File: src/rtl/drops_pkg.sv
`default_nettype none
// +--------------------------------------------------------------------------+
// | drops_pkg : shared types and helpers for the BuildingDrops random picker  |
// | Rev 1.0                                                                   |
// +--------------------------------------------------------------------------+
package drops_pkg;

  typedef enum logic [1:0] {
    FILL  = 2'd0,
    CHECK = 2'd1,
    HOLD  = 2'd2
  } picker_state_t;

  localparam int REJECT_CNT_W = 8;

  function automatic int clog2(input int value);
    int r;
    int v;
    r = 0;
    v = value - 1;
    while (v > 0) begin
      r++;
      v = v >> 1;
    end
    return r;
  endfunction

endpackage
`default_nettype wire

File: src/rtl/rand_range_picker_collector.sv
`default_nettype none
// +--------------------------------------------------------------------------+
// | rand_bit_collector : packs serial random bits MSB-first into a W-bit word |
// | Rev 1.0                                                                   |
// +--------------------------------------------------------------------------+
module rand_bit_collector
  import drops_pkg::*;
#(
  parameter int W = 4
) (
  input  logic         clk,
  input  logic         rst,
  input  logic         bit_en,
  input  logic         rand_bit,
  input  logic         clear,
  output logic [W-1:0] word,
  output logic         word_done
);

  localparam int CNT_W = clog2(W + 1);
  localparam logic [CNT_W-1:0] LAST_BIT = CNT_W'(W - 1);

  logic [W-1:0]     acc_q, acc_d;
  logic [CNT_W-1:0] bitcnt_q, bitcnt_d;
  logic [W-1:0]     shifted;

  generate
    if (W == 1) begin : g_single_bit
      assign shifted = rand_bit;
    end else begin : g_multi_bit
      assign shifted = {acc_q[W-2:0], rand_bit};
    end
  endgenerate

  always_comb begin
    acc_d     = acc_q;
    bitcnt_d  = bitcnt_q;
    word_done = 1'b0;
    if (clear) begin
      bitcnt_d = '0;
    end else if (bit_en) begin
      acc_d = shifted;
      if (bitcnt_q == LAST_BIT) begin
        bitcnt_d  = '0;
        word_done = 1'b1;
      end else begin
        bitcnt_d = bitcnt_q + CNT_W'(1);
      end
    end
  end

  always_ff @(posedge clk) begin
    if (rst) begin
      acc_q    <= '0;
      bitcnt_q <= '0;
    end else begin
      acc_q    <= acc_d;
      bitcnt_q <= bitcnt_d;
    end
  end

  assign word = acc_q;

endmodule
`default_nettype wire

File: src/rtl/rand_range_picker.sv
`default_nettype none
// +--------------------------------------------------------------------------+
// | rand_range_picker : uniform [OFFSET, OFFSET+RANGE-1] via rejection        |
// | sampling with bounded-latency fallback.  Rev 1.0                          |
// +--------------------------------------------------------------------------+
module rand_range_picker
  import drops_pkg::*;
#(
  parameter int RANGE     = 10,
  parameter int OFFSET    = 0,
  parameter int MAX_TRIES = 4,
  parameter int OUT_W     = 8
) (
  input  logic                    clk,
  input  logic                    rst,
  input  logic                    rand_bit,
  input  logic                    bit_en,
  input  logic                    out_ready,
  output logic                    out_valid,
  output logic [OUT_W-1:0]        out_value,
  output logic                    out_fallback,
  output logic [REJECT_CNT_W-1:0] reject_cnt
);

  localparam int W = clog2(RANGE);
  localparam logic [W:0]       RANGE_V   = (W + 1)'(RANGE);
  localparam logic [OUT_W-1:0] OFFSET_V  = OUT_W'(OFFSET);
  localparam logic [3:0]       TRIES_MAX = 4'(MAX_TRIES);

  generate
    if ((OFFSET + RANGE - 1) >= (1 << OUT_W)) begin : g_out_w_check
      $error("rand_range_picker: OFFSET+RANGE-1 does not fit in OUT_W bits");
    end
  endgenerate

  picker_state_t           state_q, state_d;
  logic [3:0]              tries_q, tries_d, tries_inc;
  logic                    out_valid_q, out_valid_d;
  logic [OUT_W-1:0]        out_value_q, out_value_d;
  logic                    out_fallback_q, out_fallback_d;
  logic [REJECT_CNT_W-1:0] reject_cnt_q, reject_cnt_d;

  logic [W-1:0] word;
  logic         word_done;
  logic         collect_en;
  logic [W:0]   sample;

  // Bits are only consumed while filling; CHECK and HOLD leave the stream untouched.
  assign collect_en = bit_en && (state_q == FILL);
  assign sample     = {1'b0, word};
  assign tries_inc  = tries_q + 4'd1;

  rand_bit_collector #(.W(W)) u_collector (
    .clk       (clk),
    .rst       (rst),
    .bit_en    (collect_en),
    .rand_bit  (rand_bit),
    .clear     (state_q != FILL),
    .word      (word),
    .word_done (word_done)
  );

  always_comb begin
    state_d        = state_q;
    tries_d        = tries_q;
    out_valid_d    = out_valid_q;
    out_value_d    = out_value_q;
    out_fallback_d = out_fallback_q;
    reject_cnt_d   = reject_cnt_q;
    case (state_q)
      FILL: begin
        if (word_done) state_d = CHECK;
      end
      CHECK: begin
        if (sample < RANGE_V) begin
          out_value_d    = OUT_W'(sample) + OFFSET_V;
          out_fallback_d = 1'b0;
          out_valid_d    = 1'b1;
          state_d        = HOLD;
        end else begin
          if (reject_cnt_q != '1) reject_cnt_d = reject_cnt_q + REJECT_CNT_W'(1);
          tries_d = tries_inc;
          if (tries_inc == TRIES_MAX) begin
            // sample < 2*RANGE, so folding it down by RANGE always lands in range.
            out_value_d    = OUT_W'(sample - RANGE_V) + OFFSET_V;
            out_fallback_d = 1'b1;
            out_valid_d    = 1'b1;
            state_d        = HOLD;
          end else begin
            state_d = FILL;
          end
        end
      end
      HOLD: begin
        if (out_valid_q && out_ready) begin
          state_d     = FILL;
          tries_d     = '0;
          out_valid_d = 1'b0;
        end
      end
      default: state_d = FILL;
    endcase
  end

  always_ff @(posedge clk) begin
    if (rst) begin
      state_q        <= FILL;
      tries_q        <= '0;
      out_valid_q    <= 1'b0;
      out_value_q    <= '0;
      out_fallback_q <= 1'b0;
      reject_cnt_q   <= '0;
    end else begin
      state_q        <= state_d;
      tries_q        <= tries_d;
      out_valid_q    <= out_valid_d;
      out_value_q    <= out_value_d;
      out_fallback_q <= out_fallback_d;
      reject_cnt_q   <= reject_cnt_d;
    end
  end

  assign out_valid    = out_valid_q;
  assign out_value    = out_value_q;
  assign out_fallback = out_fallback_q;
  assign reject_cnt   = reject_cnt_q;

endmodule
`default_nettype wire

File: config.mk
export PLATFORM = sky130hd
export DESIGN_NAME = rand_range_picker
export DESIGN_NICKNAME = d
export VERILOG_FILES = /design/src/rtl/drops_pkg.sv /design/src/rtl/rand_range_picker_collector.sv /design/src/rtl/rand_range_picker.sv
export SDC_FILE = /design/constraint.sdc
export NUM_CORES = 1
export LEC_CHECK = 0
export CAP_MARGIN = 5
export CORE_AREA = 2 2 56 58
export DETAILED_ROUTE_END_ITERATION = 12
export DIE_AREA = 0 0 58 60
export HOLD_SLACK_MARGIN = 0.02
export PLACE_DENSITY = 0.85
export SYNTH_ARGS = -nofsm -noshare
export SYNTH_HDL_FRONTEND = slang
export SYNTH_SLANG_ARGS = --single-unit
File: constraint.sdc
create_clock -name clk -period 2.5 [get_ports clk]
set_clock_uncertainty 0.15 [all_clocks]
set_input_delay 0.625 -clock clk [delete_from_list [all_inputs] [get_ports clk]]
set_output_delay 0.625 -clock clk [all_outputs]
set_load 0.02 [all_outputs]
Yosys cells after proc, flatten, opt, wreduce, memory -nomap -nowiden
Cells that the tools add are included.

cells by class
  order comparisons = 1
  bitwise operators = 2
  add/sub/neg operators = 4
  equality and inequality tests = 9
  reductions and logical operators = 13
  muxes and demuxes = 19

operators with widths
  kind                   number
  $mux W8                2
  $reduce_and A3 Y1      3
  $add A8 B1 Y8 const B  1
  $mux W2                4
  $mux W4                2
  $ne A8 B8 Y1 const B   1
  $pmux W4 S2            1
  $mux W1                7
  $pmux W2 S3            1
  $reduce_and A2 Y1      3
  $reduce_bool A2 Y1     3
  $sub A4 B4 Y5 const B  1
  $add A4 B1 Y4 const B  1
  $eq A4 B3 Y1 const B   1
  $lt A4 B4 Y1 const B   1
  $ne A2 B2 Y1 const B   2
  $add A3 B1 Y3 const B  1
  $eq A3 B2 Y1 const B   1
  $mux W3                1
  $ne A3 B3 Y1 const B   1
  $eq A2 B1 Y1 const B   1
  $eq A2 B2 Y1 const B   1
  $logic_and A1 B1 Y1    2
  $logic_not A2 Y1       1
  other kinds (4)        5

word-level totals
  bits in registers = 31
  output and inout bits = 18
  bits of input ports = 5

Logic depth before layout (Yosys ltp)
  word-level depth = 6
  gate-level depth with buffers = 7
  depth with buffers taken out = 6

Modules after synthesis
A second synthesis with hierarchy kept.

unflattened totals
  cell total of the unflattened synthesis = 154
  area, all modules = 1401.3 µm²

by module, submodules not included
  module              sequential area each (µm²)  area an instance (µm²)  cells each  instances
  rand_range_picker   420.4                       1107.3                  126         1
  rand_bit_collector  140.1                       294.0                   28          1

Worst setup path after synthesis
OpenSTA, ideal clock, no wires.

  kind = register to register
  start point = reg u_collector.acc_q[1] (netlist: u_collector.word[1])
  end point = reg reject_cnt_q[7] (netlist: reject_cnt[7])
  data required time = 2.280 ns
  arrival = 1.653 ns
  library setup time = 0.070 ns
  setup slack = 0.626 ns
  cell stages (with the launch flop) = 7
  buffers on the path = 0
  path through = dfxtp_1 -> inv_1 -> ha_1 -> and4bb_4 -> o31ai_4 -> or4_1 -> a21oi_1

between the ends
  word-level cells in the longest chain between the ends = 3

RTL lines
  item                         RTL line                           text
  start: declaration           rand_range_picker_collector.sv:23  logic [W-1:0] acc_q, acc_d;
  start signal: assignment     rand_range_picker_collector.sv:54  acc_q <= '0;
  start signal: assignment     rand_range_picker_collector.sv:57  acc_q <= acc_d;
  $lt A4 B4 Y1                 rand_range_picker.sv:75            if (sample < RANGE_V) begin
  $not A1 Y1 (no line)         --
  $reduce_and A3 Y1 (no line)  --
  end signal: assignment       rand_range_picker.sv:119           reject_cnt_q <= reject_cnt_d;
  end: declaration             rand_range_picker.sv:41            logic [REJECT_CNT_W-1:0] reject_cnt_q, reject_cnt_d;

Every way passes these cells.
A chain may end at the register's enable or synchronous reset.

Final worst setup path
  start point = reg reject_cnt_q[2] (netlist: reject_cnt[2])
  end point = out reject_cnt[2]

RTL lines
  item              RTL line                 text
  end: declaration  rand_range_picker.sv:22  output logic [REJECT_CNT_W-1:0] reject_cnt

No word-level cell between the ends.

==> flow_summary_export.csv <==
group,metric,value,unit
placed_design,port_buffers,22,
critical_path,crit_family,"buffers and inverters",
power,power.density,434,mW/mm^2
yosys,avgSynthCellArea,9.02,sq um
sta,tns,0,ns
yosys,yosys.area.top_type_share,40.9,%
critical_path,crit_arrival,1.45,ns
sta,setup_violations,0,
sta,tightest_slew,0.508,ns
yosys,synth_fp_nets,162,
route,finalWirelength,2.79,mm
sta,timing.fmax,449,MHz
clocking,worstSkewPairLatency,0.32,ns
critical_path,r2r_slack,0.34,ns
yosys,synth_edf_count,0,
critical_path,crit_cells,1,
die,die_h,60,um
finish,fill_cells,267,
critical_path,slowest_stage,"clkdlybuf4s50_1",
critical_path,worst-path-buf-inv,1,
finish,drive_above_1_share,5.88,%
sta,hold_violations,0,
sta,period_minus_slack,2.23,ns
sta,slew_headroom,66.1,%
clocking,clock_sinks,28,
yosys,synth.yosys.warnings,0,
yosys,synthArstFlopShare,0,%
route,vias,1189,
die,initial_core_util,47.2,%
route,viasPerCell,5.86,
critical_path,rr_startpoint,"u_collector.word[1]",
global_route,grt_max_degree,29,
die,ios,23,
clocking,cts_root_buf,"clkbuf_4",
critical_path,reg2reg_to,"reject_cnt[7]",
yosys,synth_top_cell_by_area,"dfxtp_1",
critical_path,cp_max_fo,7,
critical_path,end_kind,"output pin",
sta,rsz0062_at_grt,"false",
finish,antenna_cells,0,
critical_path,endpoint,"reject_cnt[2]",
global_route,grt_pass1_vias,1096,
die,core_area,0.00290,sq mm
clocking,cts_resized,0,
route,ant_nets,0,
yosys,synthFlopType,"dfxtp_1",
finish,final_cell_mix,"28 x dfxtp_1, 22 x clkdlybuf4s50_1, 13 x a21oi_1",
route,drtIter0Drc,49,
critical_path,path_class,"reg2out",
sta,fin_ws,0.273,ns
route,wl_per_cell,13.8,um
finish,layout_commonest_cell,"dfxtp_1",
global_route,overflow,0,
clocking,postCtsHoldBufs,0,
yosys,synth_area_leaders,"dfxtp_1 41%, mux2i_1 5.1%, a21oi_1 4.7%",
clocking,cts_made_buffers,3,
global_route,antenna_found_initial,0,
die,die_area,0.00348,sq mm
placed_design,gp_congestion,0.862,
clocking,cts-htree-levels,1,
critical_path,required,1.73,ns
clocking,postCtsSetupBuffers,0,
power,max-vdd-ir-drop,0.000255,V
yosys,synth-seq-area-share,40.9,%
placed_design,dp_slack,0.316,ns
yosys,synth_area,0.00137,sq mm
finish,nets,181,
job,cap_violations,0,
critical_path,worst_path_largest_cell_delay,0.66,ns
min_path,hp-class,"reg2reg",
sta,hold_ws,0.309,ns
critical_path,crit_path_start,"reject_cnt[2]",
route,route.detailed.drc,0,
power,leakagePower,0.563,nW
finish,finish.utilization,56.2,%
die,die_x,58,um
yosys,synth-seq-cells,28,
sta,fin_crit_sh,89.1,%
critical_path,crit_chain,"clkdlybuf4s50_1",
sta,maxSlewViolCount,0,
clocking,tritoncts,"yes",
die,fp-row-count,20,
global_route,grt_usage,17.0,%
yosys,synth.distinct_cells,44,
outcome,status,"complete, no violations",
global_route,grt_pass1_wl,4.66,mm
critical_path,r2r_cells,6,
placed_design,dp_hpwl,2.01,mm
clocking,clk_pin_slew,0.15,ns
route,dr.pass1.iters,4,
critical_path,setup.worst_path.start_class,"register",
finish,area_delta_synth_final,18.9,%
yosys,synth_cells,152,
clocking,cts.path.max_buffers,2,
==> Yosys cell counts, drive strengths merged, types with 3 or more instances <==
master	count
clkbuf	4
nand2	8
dfxtp	28
nand3	9
inv	7
nor2b	3
ha	5
nor2	12
a211oi	3
buf	5
nor3	3
o31ai	4
o211ai	3
o21ai	3
or4	4
mux2i	7
a21oi	13
nand2b	4
==> power breakdown <==
| part | switching [mW] | total, mW | internal (mW) |
|---|---|---|---|
| clock network | 0.130 | 0.219 | 0.0891 |
| registers | 0.00401 | 0.455 | 0.451 |
| logic | 0.0177 | 0.0339 | 0.0162 |
| total | 0.152 | 0.708 | 0.556 |
==> how the worst min path moves through the flow <==
stage                             from                 endpoint  slack, ns  cells after the start
2_1_floorplan  u_collector.bitcnt_q[2]  u_collector.bitcnt_q[2]       0.26                      2
3_3_place_gp   u_collector.bitcnt_q[2]  u_collector.bitcnt_q[2]       0.27                      2
3_5_place_dp   u_collector.bitcnt_q[2]  u_collector.bitcnt_q[2]       0.29                      2
4_1_cts        u_collector.bitcnt_q[2]  u_collector.bitcnt_q[2]       0.31                      2
5_1_grt        u_collector.bitcnt_q[2]  u_collector.bitcnt_q[2]       0.32                      2
6_report       u_collector.bitcnt_q[2]  u_collector.bitcnt_q[2]       0.31                      2
==> cells by family after synthesis <==
logic type | count (synthesis) | synth area share (%)
AOI/OAI and AO/OA | 37 | 19.2
xor gates and xnor gates | 2 | 1.28
adders and majority gates | 5 | 4.56
buffers and inverters | 16 | 5.29
DFF | 28 | 40.9
muxes | 7 | 5.11
and+or+nand+nor | 57 | 23.7
==> through the flow <==
stage / total power, mW / instance area (sq um) / cells
2_1_floorplan: 0.485 / 1370 / 152
3_3_place_gp: 0.496 / 1590 / 199
3_5_place_dp: 0.499 / 1590 / 199
4_1_cts: 0.719 / 1630 / 203
5_1_grt: 0.736 / 1630 / 203
6_report: 0.708 / 1630 / 203
==> cell type report <==
| cell class | instances | area (sq um) | share of cell area, % |
|---|---|---|---|
| repair buffers | 23 | 228 | 14.0 |
| inverters | 7 | 26.3 | 1.61 |
| multi-input cells | 108 | 738 | 45.3 |
| flip-flops and latches | 28 | 561 | 34.4 |
| well taps | 33 | 41.3 | 2.53 |
| clock buffers | 4 | 36.3 | 2.23 |
==> layer usage <==
layer  share of wire, %  vias to the layer above  global-route usage [%]
met4                  0                        0                    4.98
met1                 45                      567                    20.7
li1                   -                      597                       -
met5                  0                        -                       0
met3                4.2                        0                    1.95
met2                 50                       25                    31.3
==> state kept, by name (all words and copies together) (netlist names) <==
name	flops
u_collector.bitcnt_q	3
out_fallback	1
reject_cnt	8
state_q	2
out_valid	1
tries_q	4
out_value	5
u_collector.word	4
Note: power is estimated with default switching activity, not from simulation.
